==> src/rtl/syscall_service.sv <==
// Syscall service unit: decodes core syscalls into buffered console output,
// exit/halt sequencing and a runaway-program watchdog.
//
// state      | meaning
// -----------+-----------------------------------------------------------
// ST_RUN     | accepting syscalls; watchdog counting idle cycles
// ST_DRAIN   | exit requested; waiting for the output FIFO to empty
// ST_HALTED  | program exited normally; terminal until reset
// ST_TIMEOUT | watchdog expired; terminal until reset
module syscall_service #(
    parameter int unsigned DATA_W          = 32,
    parameter int unsigned FIFO_DEPTH      = 8,
    parameter int unsigned WATCHDOG_CYCLES = 100000,
    parameter int unsigned SVC_PRINT_INT   = 1,
    parameter int unsigned SVC_PRINT_CHAR  = 11,
    parameter int unsigned SVC_EXIT        = 10,
    parameter int unsigned SVC_EXIT2       = 17
) (
    input  logic              clk,
    input  logic              reset,
    input  logic              syscall_valid,
    input  logic [DATA_W-1:0] v0,
    input  logic [DATA_W-1:0] a0,
    output logic              stall,
    output logic              out_valid,
    output logic [1:0]        out_kind,
    output logic [DATA_W-1:0] out_data,
    input  logic              out_ready,
    output logic              halted,
    output logic [DATA_W-1:0] exit_code,
    output logic              watchdog_expired,
    output logic              unknown_service,
    output logic [31:0]       syscall_count
);

    localparam int unsigned PTR_W = (FIFO_DEPTH > 1) ? $clog2(FIFO_DEPTH) : 1;
    localparam int unsigned CNT_W = PTR_W + 1;
    localparam int unsigned WD_W  = (WATCHDOG_CYCLES > 1) ? $clog2(WATCHDOG_CYCLES) : 1;
    // Down-counter reload: terminal count 0 is reached on the last idle cycle.
    localparam logic [WD_W-1:0] WD_LOAD =
        (WATCHDOG_CYCLES > 0) ? WD_W'(WATCHDOG_CYCLES - 1) : '0;
    localparam logic [CNT_W-1:0] FULL_CNT = CNT_W'(FIFO_DEPTH);
    localparam logic [1:0] KIND_INT  = 2'd0;
    localparam logic [1:0] KIND_CHAR = 2'd1;

    typedef enum logic [1:0] {
        ST_RUN,
        ST_DRAIN,
        ST_HALTED,
        ST_TIMEOUT
    } state_t;

    state_t            state_q, state_d;
    logic [PTR_W-1:0]  wr_ptr_q, rd_ptr_q;
    logic [CNT_W-1:0]  count_q, count_d;
    logic [WD_W-1:0]   wd_q, wd_d;
    logic [DATA_W-1:0] exit_code_q, exit_code_d;
    logic              unknown_q, unknown_d;
    logic [31:0]       syscall_count_q;
    logic [1:0]        kind_mem_q [FIFO_DEPTH];
    logic [DATA_W-1:0] data_mem_q [FIFO_DEPTH];

    logic is_int, is_char, is_exit, is_exit2;
    logic accept, push, pop;
    logic [1:0]        push_kind;
    logic [DATA_W-1:0] push_data;

    assign is_int   = (v0 == DATA_W'(SVC_PRINT_INT));
    assign is_char  = (v0 == DATA_W'(SVC_PRINT_CHAR));
    assign is_exit  = (v0 == DATA_W'(SVC_EXIT));
    assign is_exit2 = (v0 == DATA_W'(SVC_EXIT2));

    assign stall     = (state_q != ST_RUN) || (count_q == FULL_CNT);
    assign accept    = syscall_valid && !stall;
    assign push      = accept && (is_int || is_char);
    assign out_valid = (count_q != '0);
    assign pop       = out_valid && out_ready;
    assign push_kind = is_char ? KIND_CHAR : KIND_INT;
    assign push_data = is_char ? {{(DATA_W-8){1'b0}}, a0[7:0]} : a0;

    // Head is gated so the unreset storage never leaks onto the outputs.
    assign out_kind = out_valid ? kind_mem_q[rd_ptr_q] : '0;
    assign out_data = out_valid ? data_mem_q[rd_ptr_q] : '0;

    assign halted           = (state_q == ST_HALTED) || (state_q == ST_TIMEOUT);
    assign watchdog_expired = (state_q == ST_TIMEOUT);
    assign exit_code        = exit_code_q;
    assign unknown_service  = unknown_q;
    assign syscall_count    = syscall_count_q;

    always_comb begin
        state_d     = state_q;
        wd_d        = wd_q;
        exit_code_d = exit_code_q;
        unknown_d   = unknown_q;
        case (state_q)
            ST_RUN: begin
                if (accept) begin
                    wd_d = WD_LOAD;
                    if (is_exit) begin
                        exit_code_d = '0;
                        state_d     = ST_DRAIN;
                    end else if (is_exit2) begin
                        exit_code_d = a0;
                        state_d     = ST_DRAIN;
                    end else if (!is_int && !is_char) begin
                        unknown_d = 1'b1;
                    end
                end else if (WATCHDOG_CYCLES != 0) begin
                    if (wd_q == '0) begin
                        exit_code_d = '1;
                        state_d     = ST_TIMEOUT;
                    end else begin
                        wd_d = wd_q - 1'b1;
                    end
                end
            end
            ST_DRAIN: begin
                if (count_q == '0) state_d = ST_HALTED;
            end
            default: ;
        endcase
    end

    always_comb begin
        count_d = count_q;
        case ({push, pop})
            2'b10:   count_d = count_q + 1'b1;
            2'b01:   count_d = count_q - 1'b1;
            default: count_d = count_q;
        endcase
    end

    always_ff @(posedge clk) begin
        if (reset) begin
            state_q         <= ST_RUN;
            wr_ptr_q        <= '0;
            rd_ptr_q        <= '0;
            count_q         <= '0;
            wd_q            <= WD_LOAD;
            exit_code_q     <= '0;
            unknown_q       <= 1'b0;
            syscall_count_q <= '0;
        end else begin
            state_q     <= state_d;
            count_q     <= count_d;
            wd_q        <= wd_d;
            exit_code_q <= exit_code_d;
            unknown_q   <= unknown_d;
            if (push) wr_ptr_q <= wr_ptr_q + 1'b1;
            if (pop)  rd_ptr_q <= rd_ptr_q + 1'b1;
            if (accept && (syscall_count_q != 32'hFFFF_FFFF))
                syscall_count_q <= syscall_count_q + 32'd1;
        end
    end

    always_ff @(posedge clk) begin
        if (push) begin
            kind_mem_q[wr_ptr_q] <= push_kind;
            data_mem_q[wr_ptr_q] <= push_data;
        end
    end

endmodule

==> config.mk <==
export PLATFORM = sky130hd
export DESIGN_NAME = syscall_service
export DESIGN_NICKNAME = d
export VERILOG_FILES = /design/src/rtl/syscall_service.sv
export SDC_FILE = /design/constraint.sdc
export NUM_CORES = 1
export LEC_CHECK = 0
export ABC_AREA = 1
export BUFFER_PORTS_ARGS = -buffer_cell sky130_fd_sc_hd__buf_2
export CORE_MARGIN = 3
export CORE_UTILIZATION = 40
export CTS_CLUSTER_SIZE = 30
export DETAILED_ROUTE_END_ITERATION = 6
export PLACE_DENSITY = 0.64
export SLEW_MARGIN = 30
export SYNTH_ARGS = -nofsm -noshare
export SYNTH_HDL_FRONTEND = slang
export SYNTH_SLANG_ARGS = --single-unit
==> constraint.sdc <==
create_clock -name clk -period 3.45 [get_ports clk]
set_input_delay 0 -clock clk [delete_from_list [all_inputs] [get_ports clk]]
set_output_delay 0 -clock clk [all_outputs]
set_load 0.05 [all_outputs]
==> metrics, run 1 <==
static leakage between 0.007 and 0.008 uW; H-tree levels 2; Seq/Total Area, Yosys 62.20%; Final nets approximately 1900; most frequent cell after synthesis nor2_1; synth cell count leaders nor2_1, edfxtp_1, nand2_1, o21ai_0, inv_1; die area ~0.042 mm^2; clk_skew 0.01261 ns; Mean Syn Cell Area roughly 9.6 um^2; CP Class reg2out; Hold Crit Depth 5; Rows 72; clk sinks around 360; post-synthesis adder-cell area fraction 0.5520%; port buffer count around 170; Synth Area in Compound Gates 12.36%; WP buf/inv 2; RSZ-0062 raised after global routing no; period utilization 84.73%; CP peak stage delay 0.82 ns; Crit. End Element output pin; Initial Utilization 40.77%; final setup fails 0; Least-Margin Pin Slew 0.9375 ns; Mapped Nets between 1500 and 2000; CTS clk-pin slew, worst paths roughly 0.060 ns; Hold Crit Start a0[12]; Worst-Skew Late Latency around 0.53 ns; I/O Pins between 150 and 200; top post-synthesis cells by area edfxtp_1, dfxtp_1, nor2_1, o21ai_0, nand2_1; total grt overflow 0; # hold bufs at CTS 33; CP required 3.45 ns; metal2 WL 19360 um; Critical R2R Capture data_mem_q[7][14]; top cell type's share of synthesized area between 40% and 50%; Hold WC Path Type in2reg; worst ir drop on vdd 0.0004234 V; drt pass-1 iters 7; global-route wire length before repair 63510 um; Die Y just over 200 um; Root Buffer Master clkbuf_16; Clock Path Buffers 3; count of cell types in the netlist 42; WP data arrival a little under 3 ns; drt drc 0; post-synthesis mux area share 0%; flop2flop setup slack between 0.9 and 1 ns; Power Dens Cells between 700 and 800 mW/mm^2; Total Neg Setup Slack 0 ns; critical path fanouts, max around 70; area leader, netlist edfxtp_1; type of origin of the critical path register; max_cap viols 0; Die Wd 205.2 um; area grow syn2layout 17.88%; simple-gate area share of the yosys netlist between 10% and 20%; gpl congestion roughly 0.85; share of layout cells above drive strength 1 16.39%; vias in the first global route ~12000; register bit total from synthesis ~360; post-route ant nets 0; CTS tree yes; final worst-path setup slack between 0.5 and 0.6 ns; Async S/R FF share, synth 0%; CTS buffer count 38; final hold slack between 0.05 and 0.06 ns; wire per inst 16.98 um; cts repair resizes 0; Cells after Synth ~1700; DP Worst Slack 0.9915 ns; WHS Endpoint exit_code[12]; Highest Clock Rate about 340 MHz; setup bufs post-CTS 0; FF-to-FF path depth 7; fin. max-slew vios 0; placed wire-length estimate ~25000 um; largest family of logic cells by synthesized area simple AND/OR/NAND/NOR gates; core area between 0.03 and 0.04 mm^2; worst rel slew slack a little under two fifths; Final Hold Fails 0; metal3 WL roughly 2300 um; cell family with most CP delay buffers and inverters; critical-path cell list buf_4 > o21ai_0 > o22ai_1 > o21ai_0 > a31oi_1 > buf_2; global-route usage over all layers roughly a fifth; initial antenna violation count 1; worst r2r src count_q[1]; Ys Warns 0; Max Used Layer met4; post-synthesis xor/xnor area fraction less than 1%; Initial DRC Count between 900 and 1000; vias per cell 5.055; slowest CP cell dfxtp_4; Final min period ~2.9 ns; Post-synth EDFFs ~260; Cell Area, Synth 0.01587 mm^2; status finished clean; M1 wire length 17870 um; most frequent CP cell o21ai_0; Main synth FF type edfxtp_1; DRT Wirelength between 40000 and 50000 um; largest net degree at the start of global routing 133; vias post-DR ~12000
layer usage:
metal	GRT usage [%]	vias to the layer above
li1	-	5939
met1	25.43	5708
met2	32.11	329
met3	2.990	55
met4	5.516	0
met5	0	-
kinds of logic after synthesis:
group / after synthesis
other: 1
AO/OA/AOI/OAI: 356
adder cells (fa/ha/maj): 7
AND/OR/NAND/NOR: 673
XOR/XNOR: 18
flip-flops: 361
buffers and inverters: 241
layout by cell type, fill, tap and decap left out, types with 9 or more instances in the layout:
cell type	count
nor3_1	22
o21ai_0	190
nand3_1	31
a21oi_1	65
o22ai_1	33
clkbuf_16	39
clkbuf_1	13
xor2_1	12
edfxtp_1	264
buf_4	18
nand2_1	239
inv_1	148
dfxtp_1	95
nor2_4	12
buf_2	169
nor2_1	332
nor2_2	9
a31oi_1	33
a21oi_2	22
dlygate4sd3_1	33
state kept, by name, summed over array words and instances, names as in the netlist, named ones only:
signal	cells
count_q	4
unknown_service	1
exit_code	32
rd_ptr_q	3
wd_q	17
syscall_count	32
wr_ptr_q	3
data_mem_q	256
kind_mem_q	8
state_q	2
area by class of cell:
type                    instances  area [um^2]
clock inverters                11        101.3
repair buffers                223         1371
well taps                     518        648.1
inverters                     156        589.3
diodes                          1        2.502
fillers                      3603        20210
clock buffers                  55         1066
flip-flops and latches        361         9874
multi-input cells            1055         5051
worst max path at each step:
stage,to,slack (ns),depth (start not counted)
floorplan,data_mem_q[0][0],0.59,6
finish,out_data[16],0.53,6
global route,out_data[27],0.39,6
global placement,data_mem_q[0][22],1.03,11
detailed placement,data_mem_q[7][24],0.99,7
CTS,out_data[16],0.47,6
tightest hold or removal path, stage by stage:
cell     delay (ns)
buf_2          0.08
inv_1          0.10
o21ai_0        0.19
nor2_1         0.06
nor2_1         0.11
through the flow:
stage               instance area (um^2)  std cells  total power, uW  util [%]
floorplan                          15870       1657             9653         -
global placement                   17200       2280            10990     44.21
detailed placement                 17200       2280            11060     44.21
CTS                                18700       2379            14920     48.05
global route                       18700       2380            15610     48.06
finish                             18700       2380            14800     48.06
power breakdown:
| group | leakage [uW] | switching (uW) | total, uW | internal, uW |
|---|---|---|---|---|
| logic | 0.00343 | 4420 | 5790 | 1380 |
| clock network | 0.000566 | 1600 | 3830 | 2230 |
| registers | 0.00317 | 278 | 5180 | 4900 |
| total | 0.00717 | 6300 | 14800 | 8500 |
Power figures use the tool's default switching activity.
==> inputs of run 2 (changes only) <==
--- a/config.mk
+++ b/config.mk
@@ -5,13 +5,13 @@
 export SDC_FILE = /design/constraint.sdc
 export NUM_CORES = 1
 export LEC_CHECK = 0
-export ABC_AREA = 1
+export ABC_AREA = 0
 export BUFFER_PORTS_ARGS = -buffer_cell sky130_fd_sc_hd__buf_2
 export CORE_MARGIN = 3
 export CORE_UTILIZATION = 40
 export CTS_CLUSTER_SIZE = 30
 export DETAILED_ROUTE_END_ITERATION = 6
-export PLACE_DENSITY = 0.64
+export PLACE_DENSITY = 0.66
 export SLEW_MARGIN = 30
 export SYNTH_ARGS = -nofsm -noshare
 export SYNTH_HDL_FRONTEND = slang
==> constraint.sdc (replaced) <==
create_clock -name clk -period 2.4 [get_ports clk]
set_input_delay 0 -clock clk [delete_from_list [all_inputs] [get_ports clk]]
set_output_delay 0 -clock clk [all_outputs]
set_load 0.05 [all_outputs]
==> run 2 against run 1 <==
Net effect: clock power up 62%; clock-buffer cell count down 11; final area is 1.0% lower; power down 11%; sequential share of layout area is 0.63 points higher; register-to-register slack got worse by 0.92 ns; critical endpoint is now count_q[2]; largest cell class unchanged.
==> metrics, run 2 <==
status finished clean; static leakage approximately 0.0064 uW; period utilization ~99%; max reg flops 256; total grt overflow 0; RSZ-0062 raised after global routing yes; diode count 0; most frequent cell after synthesis edfxtp_1; fill count 3005; max_cap viols 0; Rows 69; sw power roughly 2600 uW; Initial DRC Count 510; CP required around 2.9 ns; Critical R2R Capture count_q[2]; Root Buffer Master clkbuf_16; worst rel slew slack a little over 60%; port buffer count 169; Top reg by flops data_mem_q; area grow syn2layout 25.48%; Main synth FF type edfxtp_1; clk_skew 0.02293 ns; vias post-DR 9400; most frequent cells in the layout edfxtp_1, buf_2, dfxtp_1, mux4_2, nand2_1; WP data arrival approximately 2.8 ns; Synth Area in Compound Gates between 5 and 6%; post-route ant nets 0; met3 Use GR about 3.4%; CP Class reg2reg; wire per inst about 20 um; Hold Crit Start v0[30]; top post-synthesis cells by area edfxtp_1, dfxtp_1, mux4_2, mux2i_1, a211oi_1; top cell type's share of synthesized area 53.72%; grt peak-use layer met2; Initial Utilization approximately two fifths; area leader, netlist edfxtp_1; CTS clk-pin slew, worst paths 0.06 ns; type of origin of the critical path register; flop2flop setup slack ~0.035 ns; Ys Warns 0; simple-gate area share of the yosys netlist a little under an eighth; FF-to-FF path depth 11; largest net degree at the start of global routing 45; post-synthesis adder-cell area fraction less than 1%; Pint about 11000 uW; met2 usage between 20% and 30%; Highest Clock Rate between 400 and 500 MHz; register bit total from synthesis around 360; Hold Crit Depth 7; final setup fails 0; share of layout cells above drive strength 1 31.14%; drt drc 0; Seq pwr share 50.8%; DRT Wirelength between 30000 and 40000 um; CTS buffer count 40; Total Neg Setup Slack 0 ns; drt pass-1 iters 4; Final min period 2.365 ns; Combinational Power Share 2.2%; Clk pwr share 47.0%; Hold WC Path Type in2reg; Async S/R FF share, synth 0%; Worst-Skew Late Latency around 0.53 ns; Mean Syn Cell Area 14.76 um^2; worst ir drop on vdd roughly 0.00049 V; global-route usage over all layers between 10% and 20%; met1 GRT Util approximately a quarter; gpl congestion approximately 0.79; die area about 0.039 mm^2; clk sinks approximately 360; Final nets 1321; global-route wire length before repair ~54000 um; Final Hold Fails 0; Cell Area, Synth 0.01476 mm^2; core area between 0.03 and 0.04 mm^2; Die Y 198.1 um; vias per cell about 5.4; critical path fanouts, max 3; Power Dens Cells between 700 and 800 mW/mm^2; Die Wd 198.1 um; post-synthesis mux area share around an eighth; Mapped Nets about 1100; Cells after Synth 1000; vias in the first global route about 9600; Least-Margin Pin Slew around 0.58 ns; H-tree levels 2; Post-synth EDFFs 264; initial antenna violation count 0; Finished Cell Area around 0.019 mm^2; worst r2r src count_q[0]; sw frac between 10% and 20%; fin. max-slew vios 0; Seq/Total Area, Yosys about two thirds; count of cell types in the netlist between 50 and 60; post-synthesis xor/xnor area fraction less than 1%; final core utilization roughly half; Placed Area 0.01680 mm^2; CTS tree yes; I/O Pins 171; synth cell count leaders edfxtp_1, dfxtp_1, mux4_2, nor2_1, nand2_1; WHS Endpoint unknown_service; placed wire-length estimate about 21000 um; Clock Path Buffers 3; largest family of logic cells by synthesized area multiplexers; commonest non-fill, non-tap cell in the layout edfxtp_1; Crit. End Element register
## run 2: worst max-delay path by stage
stage | start | to | slack (ns) | cells after the start
final | count_q[0] | count_q[2] | 0.04 | 11
after CTS | register | out_data[28] | 0.002 | 5
after global placement | v0[2] | count_q[2] | 0.02 | 13
after floorplan | count_q[1] | data_mem_q[2][0] | -0.22 | 6
after global routing | count_q[0] | count_q[2] | -0.05 | 11
after detailed placement | v0[2] | count_q[2] | -0.05 | 13
## run 2: what timing repair did
action	in CTS	in global routing
setup endpoints to repair	2	5
pin swaps	0	1
gates cloned	0	0
resized for setup	1	4
buffers inserted	0	3
hold endpoints to repair	298	0
hold buffers	34	0
## run 2: per-layer routing
layer / routed length, um / vias up
li1: - / 4420
met1: 14560 / 4667
met3: 2092 / 58
met4: 745 / 0
met5: 0 / -
met2: 16530 / 255
## run 2: cell families after synthesis
logic type	after synthesis
flip-flops	361
AND/OR/NAND/NOR	316
AO/OA/AOI/OAI	127
multiplexers	103
buffers and inverters	69
XOR/XNOR	16
adder cells (fa/ha/maj)	7
other	1
## run 2: critical path, stage by stage (launching register included)
cell and delay (ns):
dfxtp_2 0.34, or4b_4 0.56, nand3_4 0.10, nor4_4 0.06, inv_1 0.09, ha_2 0.18
xor2_1 0.15, ha_1 0.16, a21oi_1 0.04, xor2_1 0.15, or3_1 0.32, a21oi_1 0.14
## run 2: stage by stage
stage | worst slack, ns | hold WS, ns | total power (uW) | cells
after floorplan | -0.2187 | 0.09887 | 6933 | 1000
after global placement | 0.01554 | 0.2679 | 7052 | 1628
after detailed placement | -0.04747 | 0.2699 | 7061 | 1628
after CTS | 0.001801 | 0.05280 | 13300 | 1733
after global routing | -0.05366 | 0.09214 | 13580 | 1736
final | 0.03513 | 0.06847 | 13160 | 1736
## run 2: final cells by class
class                   count  area [um^2]  area share [%]
clock inverters            27        311.5           1.682
well taps                 461        576.8           3.115
clock buffers              44         1026           5.541
flip-flops and latches    361         9893           53.43
inverters                  11        43.79          0.2365
repair buffers            262         1916           10.34
multi-input cells         570         4751           25.66
## run 2: power groups by stage
stage / Combinational (uW) / Sequential [uW] / Clock [uW]
after floorplan: 98.2 / 6840 / 0
after global placement: 233 / 6820 / 0
after detailed placement: 241 / 6820 / 0
after CTS: 285 / 6690 / 6330
after global routing: 314 / 6680 / 6580
final: 285 / 6680 / 6190
